$ cat config.mk
export PLATFORM = sky130hd
export DESIGN_NAME = fpu_sequencer_flat
export DESIGN_NICKNAME = d
export VERILOG_FILES = /design/src/rtl/fpu_sequencer_if.sv /design/src/rtl/fpu_sequencer.sv /design/src/flat_wrapper.sv
export SDC_FILE = /design/constraint.sdc
export NUM_CORES = 1
export LEC_CHECK = 0
export ABC_CLOCK_PERIOD_IN_PS = 1600
export CORE_AREA = 2 2 73 75
export DETAILED_ROUTE_END_ITERATION = 7
export DIE_AREA = 0 0 75 77
export PLACE_DENSITY_LB_ADDON = 0.3
export SYNTH_ARGS = -nofsm -noshare
export SYNTH_HDL_FRONTEND = slang
export SYNTH_SLANG_ARGS = --single-unit
$ cat constraint.sdc
create_clock -name clk -period 1.6 [get_ports clk]
set_input_delay 0.32 -clock clk [delete_from_list [all_inputs] [get_ports clk]]
set_output_delay 0.32 -clock clk [all_outputs]
set_load 0.01 [all_outputs]
$ cat src/rtl/fpu_sequencer_if.sv
// ============================================================================
// fpu_sequencer_if : issue, decode-hazard, FPU launch and writeback bundle
// Rev 1.0
// ============================================================================
`default_nettype none

interface fpu_sequencer_if;
  logic        issue_valid;
  logic [2:0]  issue_op;
  logic [4:0]  issue_rd;
  logic        issue_rd_fp;
  logic        kill;
  logic [4:0]  rs1_idx;
  logic [4:0]  rs2_idx;
  logic [4:0]  rs3_idx;
  logic        rs1_en;
  logic        rs2_en;
  logic        rs3_en;
  logic        fpu_start;
  logic [2:0]  fpu_op;
  logic        wb_valid;
  logic [4:0]  wb_rd;
  logic        wb_rd_fp;
  logic        busy;
  logic        stall;
  logic [31:0] perf_busy_cycles;
  logic [31:0] perf_ops;

  // Core side drives issue and decode indices.
  modport master (
    output issue_valid, issue_op, issue_rd, issue_rd_fp, kill,
    output rs1_idx, rs2_idx, rs3_idx, rs1_en, rs2_en, rs3_en,
    input  fpu_start, fpu_op, wb_valid, wb_rd, wb_rd_fp, busy, stall,
    input  perf_busy_cycles, perf_ops
  );

  modport slave (
    input  issue_valid, issue_op, issue_rd, issue_rd_fp, kill,
    input  rs1_idx, rs2_idx, rs3_idx, rs1_en, rs2_en, rs3_en,
    output fpu_start, fpu_op, wb_valid, wb_rd, wb_rd_fp, busy, stall,
    output perf_busy_cycles, perf_ops
  );
endinterface

`default_nettype wire

$ cat src/rtl/fpu_sequencer.sv
// ============================================================================
// fpu_sequencer : one-op-at-a-time FPU launcher with skid entry and hazard stall;
//                 define FPU_SEQ_PERF_EN to build the busy-cycle / op counters.
// Rev 1.0
// ============================================================================
`default_nettype none

module fpu_sequencer #(
  parameter int ADD_LAT    = 3,
  parameter int MADD_LAT   = 5,
  parameter int CVT_LAT    = 2,
  parameter int SIMPLE_LAT = 1,
  parameter int CNT_W      = 4
) (
  input  logic           clk,
  input  logic           rst,
  fpu_sequencer_if.slave bus
);

  // fpusel codes; SGNJ/ASEL/BSEL and unknown codes all take SIMPLE_LAT.
  localparam logic [2:0] FPU_ADD  = 3'd0;
  localparam logic [2:0] FPU_MADD = 3'd1;
  localparam logic [2:0] FPU_CVT  = 3'd2;

  typedef enum logic [1:0] {IDLE = 2'd0, RUN = 2'd1, WB = 2'd2} state_t;

  state_t           state_q, state_d;
  logic [CNT_W-1:0] cnt_q, cnt_d;
  logic             start_q, start_d;
  logic [2:0]       op_q, op_d;
  logic [4:0]       rd_q, rd_d;
  logic             rd_fp_q, rd_fp_d;
  logic             skid_q, skid_d;
  logic [2:0]       skid_op_q, skid_op_d;
  logic [4:0]       skid_rd_q, skid_rd_d;
  logic             skid_fp_q, skid_fp_d;

  logic       free, issue_ok, acceptable, drain, accept;
  logic       hz_cur, hz_skid, busy;
  logic [2:0] launch_op;

  function automatic logic [CNT_W-1:0] class_lat(input logic [2:0] op);
    case (op)
      FPU_ADD:  class_lat = CNT_W'(ADD_LAT);
      FPU_MADD: class_lat = CNT_W'(MADD_LAT);
      FPU_CVT:  class_lat = CNT_W'(CVT_LAT);
      default:  class_lat = CNT_W'(SIMPLE_LAT);
    endcase
  endfunction

  assign free       = (state_q == IDLE) || (state_q == WB);
  assign issue_ok   = bus.issue_valid && !bus.kill;
  assign acceptable = free && !skid_q;
  assign drain      = free && skid_q;
  assign accept     = acceptable && issue_ok;
  assign launch_op  = drain ? skid_op_q : bus.issue_op;

  always_comb begin
    state_d   = state_q;
    cnt_d     = cnt_q;
    start_d   = 1'b0;
    op_d      = op_q;
    rd_d      = rd_q;
    rd_fp_d   = rd_fp_q;
    skid_d    = skid_q;
    skid_op_d = skid_op_q;
    skid_rd_d = skid_rd_q;
    skid_fp_d = skid_fp_q;

    case (state_q)
      RUN: begin
        cnt_d = cnt_q - CNT_W'(1);
        if (cnt_q == CNT_W'(1)) state_d = WB;
      end
      WB:      state_d = IDLE;
      default: state_d = state_q;
    endcase

    // A launch out of WB goes straight back to RUN, so ops chain with no bubble.
    if (drain || accept) begin
      state_d = RUN;
      start_d = 1'b1;
      cnt_d   = class_lat(launch_op);
      op_d    = launch_op;
      rd_d    = drain ? skid_rd_q : bus.issue_rd;
      rd_fp_d = drain ? skid_fp_q : bus.issue_rd_fp;
    end

    // An issue arriving while the skid is already full is dropped.
    if (drain) begin
      skid_d = 1'b0;
    end else if (issue_ok && !acceptable && !skid_q) begin
      skid_d    = 1'b1;
      skid_op_d = bus.issue_op;
      skid_rd_d = bus.issue_rd;
      skid_fp_d = bus.issue_rd_fp;
    end
  end

  always_ff @(posedge clk) begin
    if (rst) begin
      state_q   <= IDLE;
      cnt_q     <= '0;
      start_q   <= 1'b0;
      op_q      <= '0;
      rd_q      <= '0;
      rd_fp_q   <= 1'b0;
      skid_q    <= 1'b0;
      skid_op_q <= '0;
      skid_rd_q <= '0;
      skid_fp_q <= 1'b0;
    end else begin
      state_q   <= state_d;
      cnt_q     <= cnt_d;
      start_q   <= start_d;
      op_q      <= op_d;
      rd_q      <= rd_d;
      rd_fp_q   <= rd_fp_d;
      skid_q    <= skid_d;
      skid_op_q <= skid_op_d;
      skid_rd_q <= skid_rd_d;
      skid_fp_q <= skid_fp_d;
    end
  end

  // FP register 0 is a real register, so no index is exempt from the compare.
  assign hz_cur  = (state_q != IDLE) && rd_fp_q &&
                   ((bus.rs1_en && bus.rs1_idx == rd_q) ||
                    (bus.rs2_en && bus.rs2_idx == rd_q) ||
                    (bus.rs3_en && bus.rs3_idx == rd_q));
  assign hz_skid = skid_q && skid_fp_q &&
                   ((bus.rs1_en && bus.rs1_idx == skid_rd_q) ||
                    (bus.rs2_en && bus.rs2_idx == skid_rd_q) ||
                    (bus.rs3_en && bus.rs3_idx == skid_rd_q));

  assign busy          = (state_q != IDLE) || skid_q;
  assign bus.busy      = busy;
  assign bus.stall     = (state_q == RUN) || skid_q || hz_cur || hz_skid ||
                         (bus.issue_valid && !acceptable);
  assign bus.fpu_start = start_q;
  assign bus.fpu_op    = op_q;
  assign bus.wb_valid  = (state_q == WB);
  assign bus.wb_rd     = rd_q;
  assign bus.wb_rd_fp  = rd_fp_q;

`ifdef FPU_SEQ_PERF_EN
  logic [31:0] perf_busy_q, perf_ops_q;

  always_ff @(posedge clk) begin
    if (rst) begin
      perf_busy_q <= '0;
      perf_ops_q  <= '0;
    end else begin
      if (busy)            perf_busy_q <= perf_busy_q + 32'd1;
      if (state_q == WB)   perf_ops_q  <= perf_ops_q + 32'd1;
    end
  end

  assign bus.perf_busy_cycles = perf_busy_q;
  assign bus.perf_ops         = perf_ops_q;
`else
  assign bus.perf_busy_cycles = '0;
  assign bus.perf_ops         = '0;
`endif

endmodule

`default_nettype wire
$ cat src/flat_wrapper.sv
// flat-port wrapper written by rule: the top's interface ports become plain ports
module fpu_sequencer_flat 
#(
  parameter int ADD_LAT    = 3,
  parameter int MADD_LAT   = 5,
  parameter int CVT_LAT    = 2,
  parameter int SIMPLE_LAT = 1,
  parameter int CNT_W      = 4
)
  (clk, rst, bus_issue_valid, bus_issue_op, bus_issue_rd, bus_issue_rd_fp, bus_kill, bus_rs1_idx, bus_rs2_idx, bus_rs3_idx, bus_rs1_en, bus_rs2_en, bus_rs3_en, bus_fpu_start, bus_fpu_op, bus_wb_valid, bus_wb_rd, bus_wb_rd_fp, bus_busy, bus_stall, bus_perf_busy_cycles, bus_perf_ops);
  fpu_sequencer_if bus_i ();
  input  logic clk;
  input  logic rst;
  input wire logic [$bits(bus_i.issue_valid)-1:0] bus_issue_valid;
  input wire logic [$bits(bus_i.issue_op)-1:0] bus_issue_op;
  input wire logic [$bits(bus_i.issue_rd)-1:0] bus_issue_rd;
  input wire logic [$bits(bus_i.issue_rd_fp)-1:0] bus_issue_rd_fp;
  input wire logic [$bits(bus_i.kill)-1:0] bus_kill;
  input wire logic [$bits(bus_i.rs1_idx)-1:0] bus_rs1_idx;
  input wire logic [$bits(bus_i.rs2_idx)-1:0] bus_rs2_idx;
  input wire logic [$bits(bus_i.rs3_idx)-1:0] bus_rs3_idx;
  input wire logic [$bits(bus_i.rs1_en)-1:0] bus_rs1_en;
  input wire logic [$bits(bus_i.rs2_en)-1:0] bus_rs2_en;
  input wire logic [$bits(bus_i.rs3_en)-1:0] bus_rs3_en;
  output wire logic [$bits(bus_i.fpu_start)-1:0] bus_fpu_start;
  output wire logic [$bits(bus_i.fpu_op)-1:0] bus_fpu_op;
  output wire logic [$bits(bus_i.wb_valid)-1:0] bus_wb_valid;
  output wire logic [$bits(bus_i.wb_rd)-1:0] bus_wb_rd;
  output wire logic [$bits(bus_i.wb_rd_fp)-1:0] bus_wb_rd_fp;
  output wire logic [$bits(bus_i.busy)-1:0] bus_busy;
  output wire logic [$bits(bus_i.stall)-1:0] bus_stall;
  output wire logic [$bits(bus_i.perf_busy_cycles)-1:0] bus_perf_busy_cycles;
  output wire logic [$bits(bus_i.perf_ops)-1:0] bus_perf_ops;
  assign bus_i.issue_valid = bus_issue_valid;
  assign bus_i.issue_op = bus_issue_op;
  assign bus_i.issue_rd = bus_issue_rd;
  assign bus_i.issue_rd_fp = bus_issue_rd_fp;
  assign bus_i.kill = bus_kill;
  assign bus_i.rs1_idx = bus_rs1_idx;
  assign bus_i.rs2_idx = bus_rs2_idx;
  assign bus_i.rs3_idx = bus_rs3_idx;
  assign bus_i.rs1_en = bus_rs1_en;
  assign bus_i.rs2_en = bus_rs2_en;
  assign bus_i.rs3_en = bus_rs3_en;
  assign bus_fpu_start = bus_i.fpu_start;
  assign bus_fpu_op = bus_i.fpu_op;
  assign bus_wb_valid = bus_i.wb_valid;
  assign bus_wb_rd = bus_i.wb_rd;
  assign bus_wb_rd_fp = bus_i.wb_rd_fp;
  assign bus_busy = bus_i.busy;
  assign bus_stall = bus_i.stall;
  assign bus_perf_busy_cycles = bus_i.perf_busy_cycles;
  assign bus_perf_ops = bus_i.perf_ops;
  fpu_sequencer #(.ADD_LAT(ADD_LAT), .MADD_LAT(MADD_LAT), .CVT_LAT(CVT_LAT), .SIMPLE_LAT(SIMPLE_LAT), .CNT_W(CNT_W)) u_core (.clk(clk), .rst(rst), .bus(bus_i));
endmodule
-- Yosys cells after proc, flatten, opt, wreduce, memory -nomap -nowiden
Index checks and enable logic that the tools add are counted.
- register bits: 26
- input port bits: 31
- output and inout bits: 77
- word-level logic and storage cells: 78
- eq/ne operators: 13
- muxes and demuxes: 10
- add/subtract/negate cells: 1
- bitwise logic cells: 1
- reduce and logical (&&, ||, !) cells: 42
- operators with widths (kind ; count):
    5-bit equality test ; 6
    1-bit logical AND ; 17
    1-bit logical OR ; 11
    3-bit case mux with 3 select lines ; 1
    4-bit 2-to-1 mux ; 2
    2-bit AND reduction ; 3
    2-bit nonzero test ; 3
    5-bit 2-to-1 mux ; 1
    4-bit by 1-bit equality test with 1-bit output (second input constant) ; 1
    2-bit case mux with 2 select lines ; 1
    2-bit OR reduction ; 2
    4-bit by 1-bit subtractor with 4-bit output (second input constant) ; 1
    3-bit by 1-bit equality test with 1-bit output (second input constant) ; 1
    3-bit by 2-bit equality test with 1-bit output (second input constant) ; 1
    1-bit logical NOT ; 3
    3-bit logical NOT ; 1
    1-bit 2-to-1 mux ; 3
    3-bit 2-to-1 mux ; 1
    3-bit by 1-bit != test with 1-bit output (second input constant) ; 1
    3-bit nonzero test ; 1
    2-bit by 1-bit equality test with 1-bit output (second input constant) ; 1
    2-bit equality test (second input constant) ; 1
    2-bit logical NOT ; 1
    2-bit 2-to-1 mux ; 1
    other kinds (2) ; 2

-- Logic depth before layout (Yosys ltp)
- depth in word-level cells: 8
- mapped depth: 7

-- Least setup slack after synthesis
No wires, ideal clock.
- kind: reg2out
- start point: reg u_core.rd_q[3], in the netlist u_core.bus.wb_rd[3]
- end point: out bus_stall
- stages on the path, launching flop included: 6
- path slack: 70 ps
- arrival: 1210 ps
- required time: 1280 ps
- path through: dfxtp_1 -> xor2_1 -> nor4_1 -> nand3_1 -> a31oi_1 -> a211o_1
- cells in the longest elaborated chain, start to end: 8
- elaborated cells on any way between the ends: 12
- ends and longest elaborated chain (what ; RTL line ; source):
    from (decl) ; fpu_sequencer.sv:31 ; logic [4:0] rd_q, rd_d;
    from (signal assigned) ; fpu_sequencer.sv:117 ; rd_q <= rd_d;
    5-bit equality test, on equally long branches ; fpu_sequencer.sv:128, fpu_sequencer.sv:129 ;
    1-bit logical AND, on equally long branches ; fpu_sequencer.sv:128, fpu_sequencer.sv:129 ;
    1-bit logical OR ; fpu_sequencer.sv:128 ; ((bus.rs1_en && bus.rs1_idx == rd_q) ||
    1-bit logical OR (*) ; fpu_sequencer.sv:129 ; (bus.rs2_en && bus.rs2_idx == rd_q) ||
    1-bit logical AND (*) ; fpu_sequencer.sv:127 ; assign hz_cur = (state_q != IDLE) && rd_fp_q &&
    1-bit logical OR (*) (3 in a row) ; fpu_sequencer.sv:138 ; assign bus.stall = (state_q == RUN) || skid_q || hz_cur || hz_skid ||
    to (decl) ; flat_wrapper.sv:31 ; output wire logic [$bits(bus_i.stall)-1:0] bus_stall;
Every way passes the cells marked *; elsewhere a longest branch is shown, timed or not.

-- Worst setup path after layout
- start point: in bus_rs2_idx[3]
- end point: out bus_stall
- cells in the longest elaborated chain, start to end: 8
- elaborated cells on any way between the ends: 13
- ends and longest elaborated chain (what ; RTL line ; source):
    from (decl) ; flat_wrapper.sv:20 ; input wire logic [$bits(bus_i.rs2_idx)-1:0] bus_rs2_idx;
    5-bit equality test ; fpu_sequencer.sv:129 ;
    1-bit logical AND ; fpu_sequencer.sv:129 ;
    1-bit logical OR ; fpu_sequencer.sv:128 ;
    1-bit logical OR ; fpu_sequencer.sv:129 ;
    1-bit logical AND ; fpu_sequencer.sv:127 ;
    1-bit logical OR ; fpu_sequencer.sv:138 ;
    1-bit logical OR (*) (2 in a row) ; fpu_sequencer.sv:138 ;
Marks and branches as above.

==> metrics.md <==
| Metric | Value |
|---|---|
| First-pass GRT wire length | 5630 um |
| Largest net degree at the start of global routing | 16 |
| Crit path DAT | 1630 ps |
| Ports | 108 |
| Fmax | 513.3 MHz |
| CTS clk-pin slew, worst paths | 90 ps |
| Filler cell count | 515 |
| # diodes | 0 |
| Die height | 77 um |
| Crit path capture type | output port |
| Residual DRC | 0 |
| Power per cell area | 736.4 nW/um^2 |
| Cell Area, Synth | 1856 sq um |
| Overflow after GRT | 0 |
| CP max FO | 1 |
| CP startpoint kind | input pin |
| Critical Path RT | 1280 ps |
| Leading cell types in the layout, fill and taps excluded | conb_1, clkdlybuf4s50_1, buf_4 |
| Outcome | finished, violations left |
| Max-Cap Viols | 0 |
| Antenna-violating nets left | 0 |
| Share of layout cells above drive strength 1 | 16.26% |
| Biggest area consumer among synthesized cells | dfxtp_1 |
| Synth Register Bits | 26 |
| Library cells used by synthesis | 36 |
| Clock root buffer | clkbuf_8 |
| Failing checks | negative setup slack |
| Final core utilization | 47.46% |
| Max Transition Viols Final | 0 |
| Final setup vio count | 1 |
| Met2 Usage GRT | 20.26% |
| Die Area | 5775 sq um |
| EDFF count, synth | 0 |
| Final Critical Period | 1948 ps |
| Setup Skew | 2.145 ps |
| GRT met3 Usage | 1.577% |
| Top cells by area, synth | dfxtp_1, buf_4, xor2_1 |
| CTS Buf Count | 3 |
| Initial antenna violation count | 0 |
| FFs w/ async S/R, synth | 0% |
| GRT met1 Usage | 16.61% |
| DRT Wirelength | 3689 um |
| Clk_lat worst skew | 270 ps |
| Post-Layout Cell Count | 359 |
| Global route hottest layer | met2 |
| Area delta synth->final | 27.31% |
| Post-synth top area share | 28.05% |
| Leakage | 1.178 nW |
| Worst slack, placed | -893.9 ps |
| Maximum VDD drop | 0.3198 mV |
| Routed vias | 1436 |
| Fin. Hold Viols | 0 |
| Synthesized instance count | 226 |
| Prevailing post-synth register cell | dfxtp_1 |
| Net count, final | 323 |
| Via density | 4.000 |
| Number of port buffers | 43 |
| Max Root-Sink Buffers | 2 |
| Vias in the first global route | 1226 |
| Inst Count DP | 354 |
| Core area | 4977 sq um |
| RSZ-0062 raised after global routing | true |
| # clock sinks | 26 |
| Chip width | 75 um |
| Final Cycle Share | 121.7% |
| Crit path kind | input pin to output port |
| Register area share after synthesis | 28.05% |
| Commonest non-fill, non-tap cell in the layout | conb_1 |
| Post-CTS Hold Fix Bufs | 0 |
| Initial core utilization | 37.28% |
| Starting DRT DRC Count | 33 |
| Placed wire-length estimate | 2982 um |
| Post-layout power | 0.001740 W |
| Hold crit path type | flop to flop |
| Synth warnings | 0 |
| Row Count | 26 |
| CTS H-tree lvls | 1 |
| Wire per inst | 10.28 um |
| RePlAce Congestion | 0.7818 |
| DRT Pass-1 Iters | 4 |
| Syn_area_per_cell | 8.210 sq um |
| Gr usage total | 12.38% |
| CTS tree | built |
| Setup ws final | -348.0 ps |
## worst max-delay path: stages
cell and delay (ps):
clkdlybuf4s50_1 410, xor2_1 150, nor4_2 240, nand3_1 100, a31oi_1 170, a211o_1 110, buf_2 120
## metrics by stage
step / area [sq um] / TNS (ps) / hold WS [ps]
final: 2362 / -348.0 / 453.3
after global routing: 2362 / -473.9 / 486.9
after CTS: 2328 / -495.4 / 457.8
after detailed placement: 2257 / -3112 / 444.3
after global placement: 2257 / -3072 / 437.9
after floorplan: 2092 / 0 / 435.7
## worst paths after layout
| kind | start | depth (start not counted) | endpoint | slack [ps] |
|---|---|---|---|---|
| max reg2reg | u_core.state_q[0]$_SDFFE_PP0P_ | 5 | u_core.cnt_q[0]$_SDFFE_PP0P_ | 120 |
| min reg2reg | u_core.skid_rd_q[3]$_SDFFE_PP0P_ | 2 | u_core.skid_rd_q[3]$_SDFFE_PP0P_ | 450 |
| min | u_core.skid_rd_q[3]$_SDFFE_PP0P_ | 2 | u_core.skid_rd_q[3]$_SDFFE_PP0P_ | 450 |
| max | bus_rs2_idx[3] | 7 | bus_stall | -350 |
## cells in the mapped netlist (2+ instances only)
| cell | instances |
|---|---|
| nor2_1 | 19 |
| buf_6 | 3 |
| a211oi_1 | 7 |
| nor2b_1 | 2 |
| nand2_1 | 20 |
| buf_4 | 64 |
| inv_1 | 3 |
| nor4_1 | 4 |
| nor3_1 | 6 |
| buf_2 | 3 |
| dfxtp_1 | 26 |
| xor2_1 | 13 |
| o21ai_0 | 2 |
| o21ba_1 | 2 |
| xnor2_1 | 4 |
| ha_1 | 2 |
| clkbuf_1 | 3 |
| mux2i_1 | 8 |
| a21oi_1 | 12 |
| a31oi_1 | 2 |
| nand3_1 | 4 |
| nand2b_1 | 3 |
## power by group
group	internal (W)	leakage, nW	switching, W
logic	0.000234	0.927	0.000245
clock network	0.000335	0.0357	0.000208
registers	0.000687	0.215	0.0000306
total	0.00126	1.18	0.000483
## state kept, by name, summed over array words and instances (netlist names)
signal	flops
u_core.skid_fp_q	1
u_core.skid_rd_q	5
u_core.state_q	2
u_core.bus.fpu_op	3
u_core.bus.wb_rd	5
u_core.bus.wb_rd_fp	1
u_core.cnt_q	4
u_core.bus.fpu_start	1
u_core.skid_q	1
u_core.skid_op_q	3
## cell type report
cell class	instances	area, sq um	share of cell area, %
Tap cell	70	87.58	3.708
Clock inverter	1	30.03	1.271
Clock buffer	3	41.29	1.748
Multi-Input combinational cell	186	1028	43.54
Sequential cell	26	533.0	22.56
Inverter	4	15.01	0.6356
Timing Repair Buffer	69	626.9	26.54
## cell families (layout without fill, tap and decap cells)
logic type               Yosys count  count (layout)  synth area share, %
multiplexers                       9               9                5.125
buffers and inverters             77              77                29.94
flip-flops                        26              26                28.05
AND/OR/NAND/NOR                   64              64                16.25
XOR/XNOR                          17              17                8.024
AO/OA/AOI/OAI                     30              30                11.06
adder cells (fa/ha/maj)            2               2                1.348
other                              1              64               0.2021
## routing by layer
metal,wire [um],vias up
li1,-,743
met1,1647,630
met2,1756,61
met3,266,2
met4,19,0
met5,0,-
## timing repair
action,CTS,global route
gates resized for setup,21,12
setup buffers,0,1
endpoints found under the hold margin,0,0
pin swaps,6,4
setup endpoints to repair,8,11
Power figures use the tool's default switching activity.
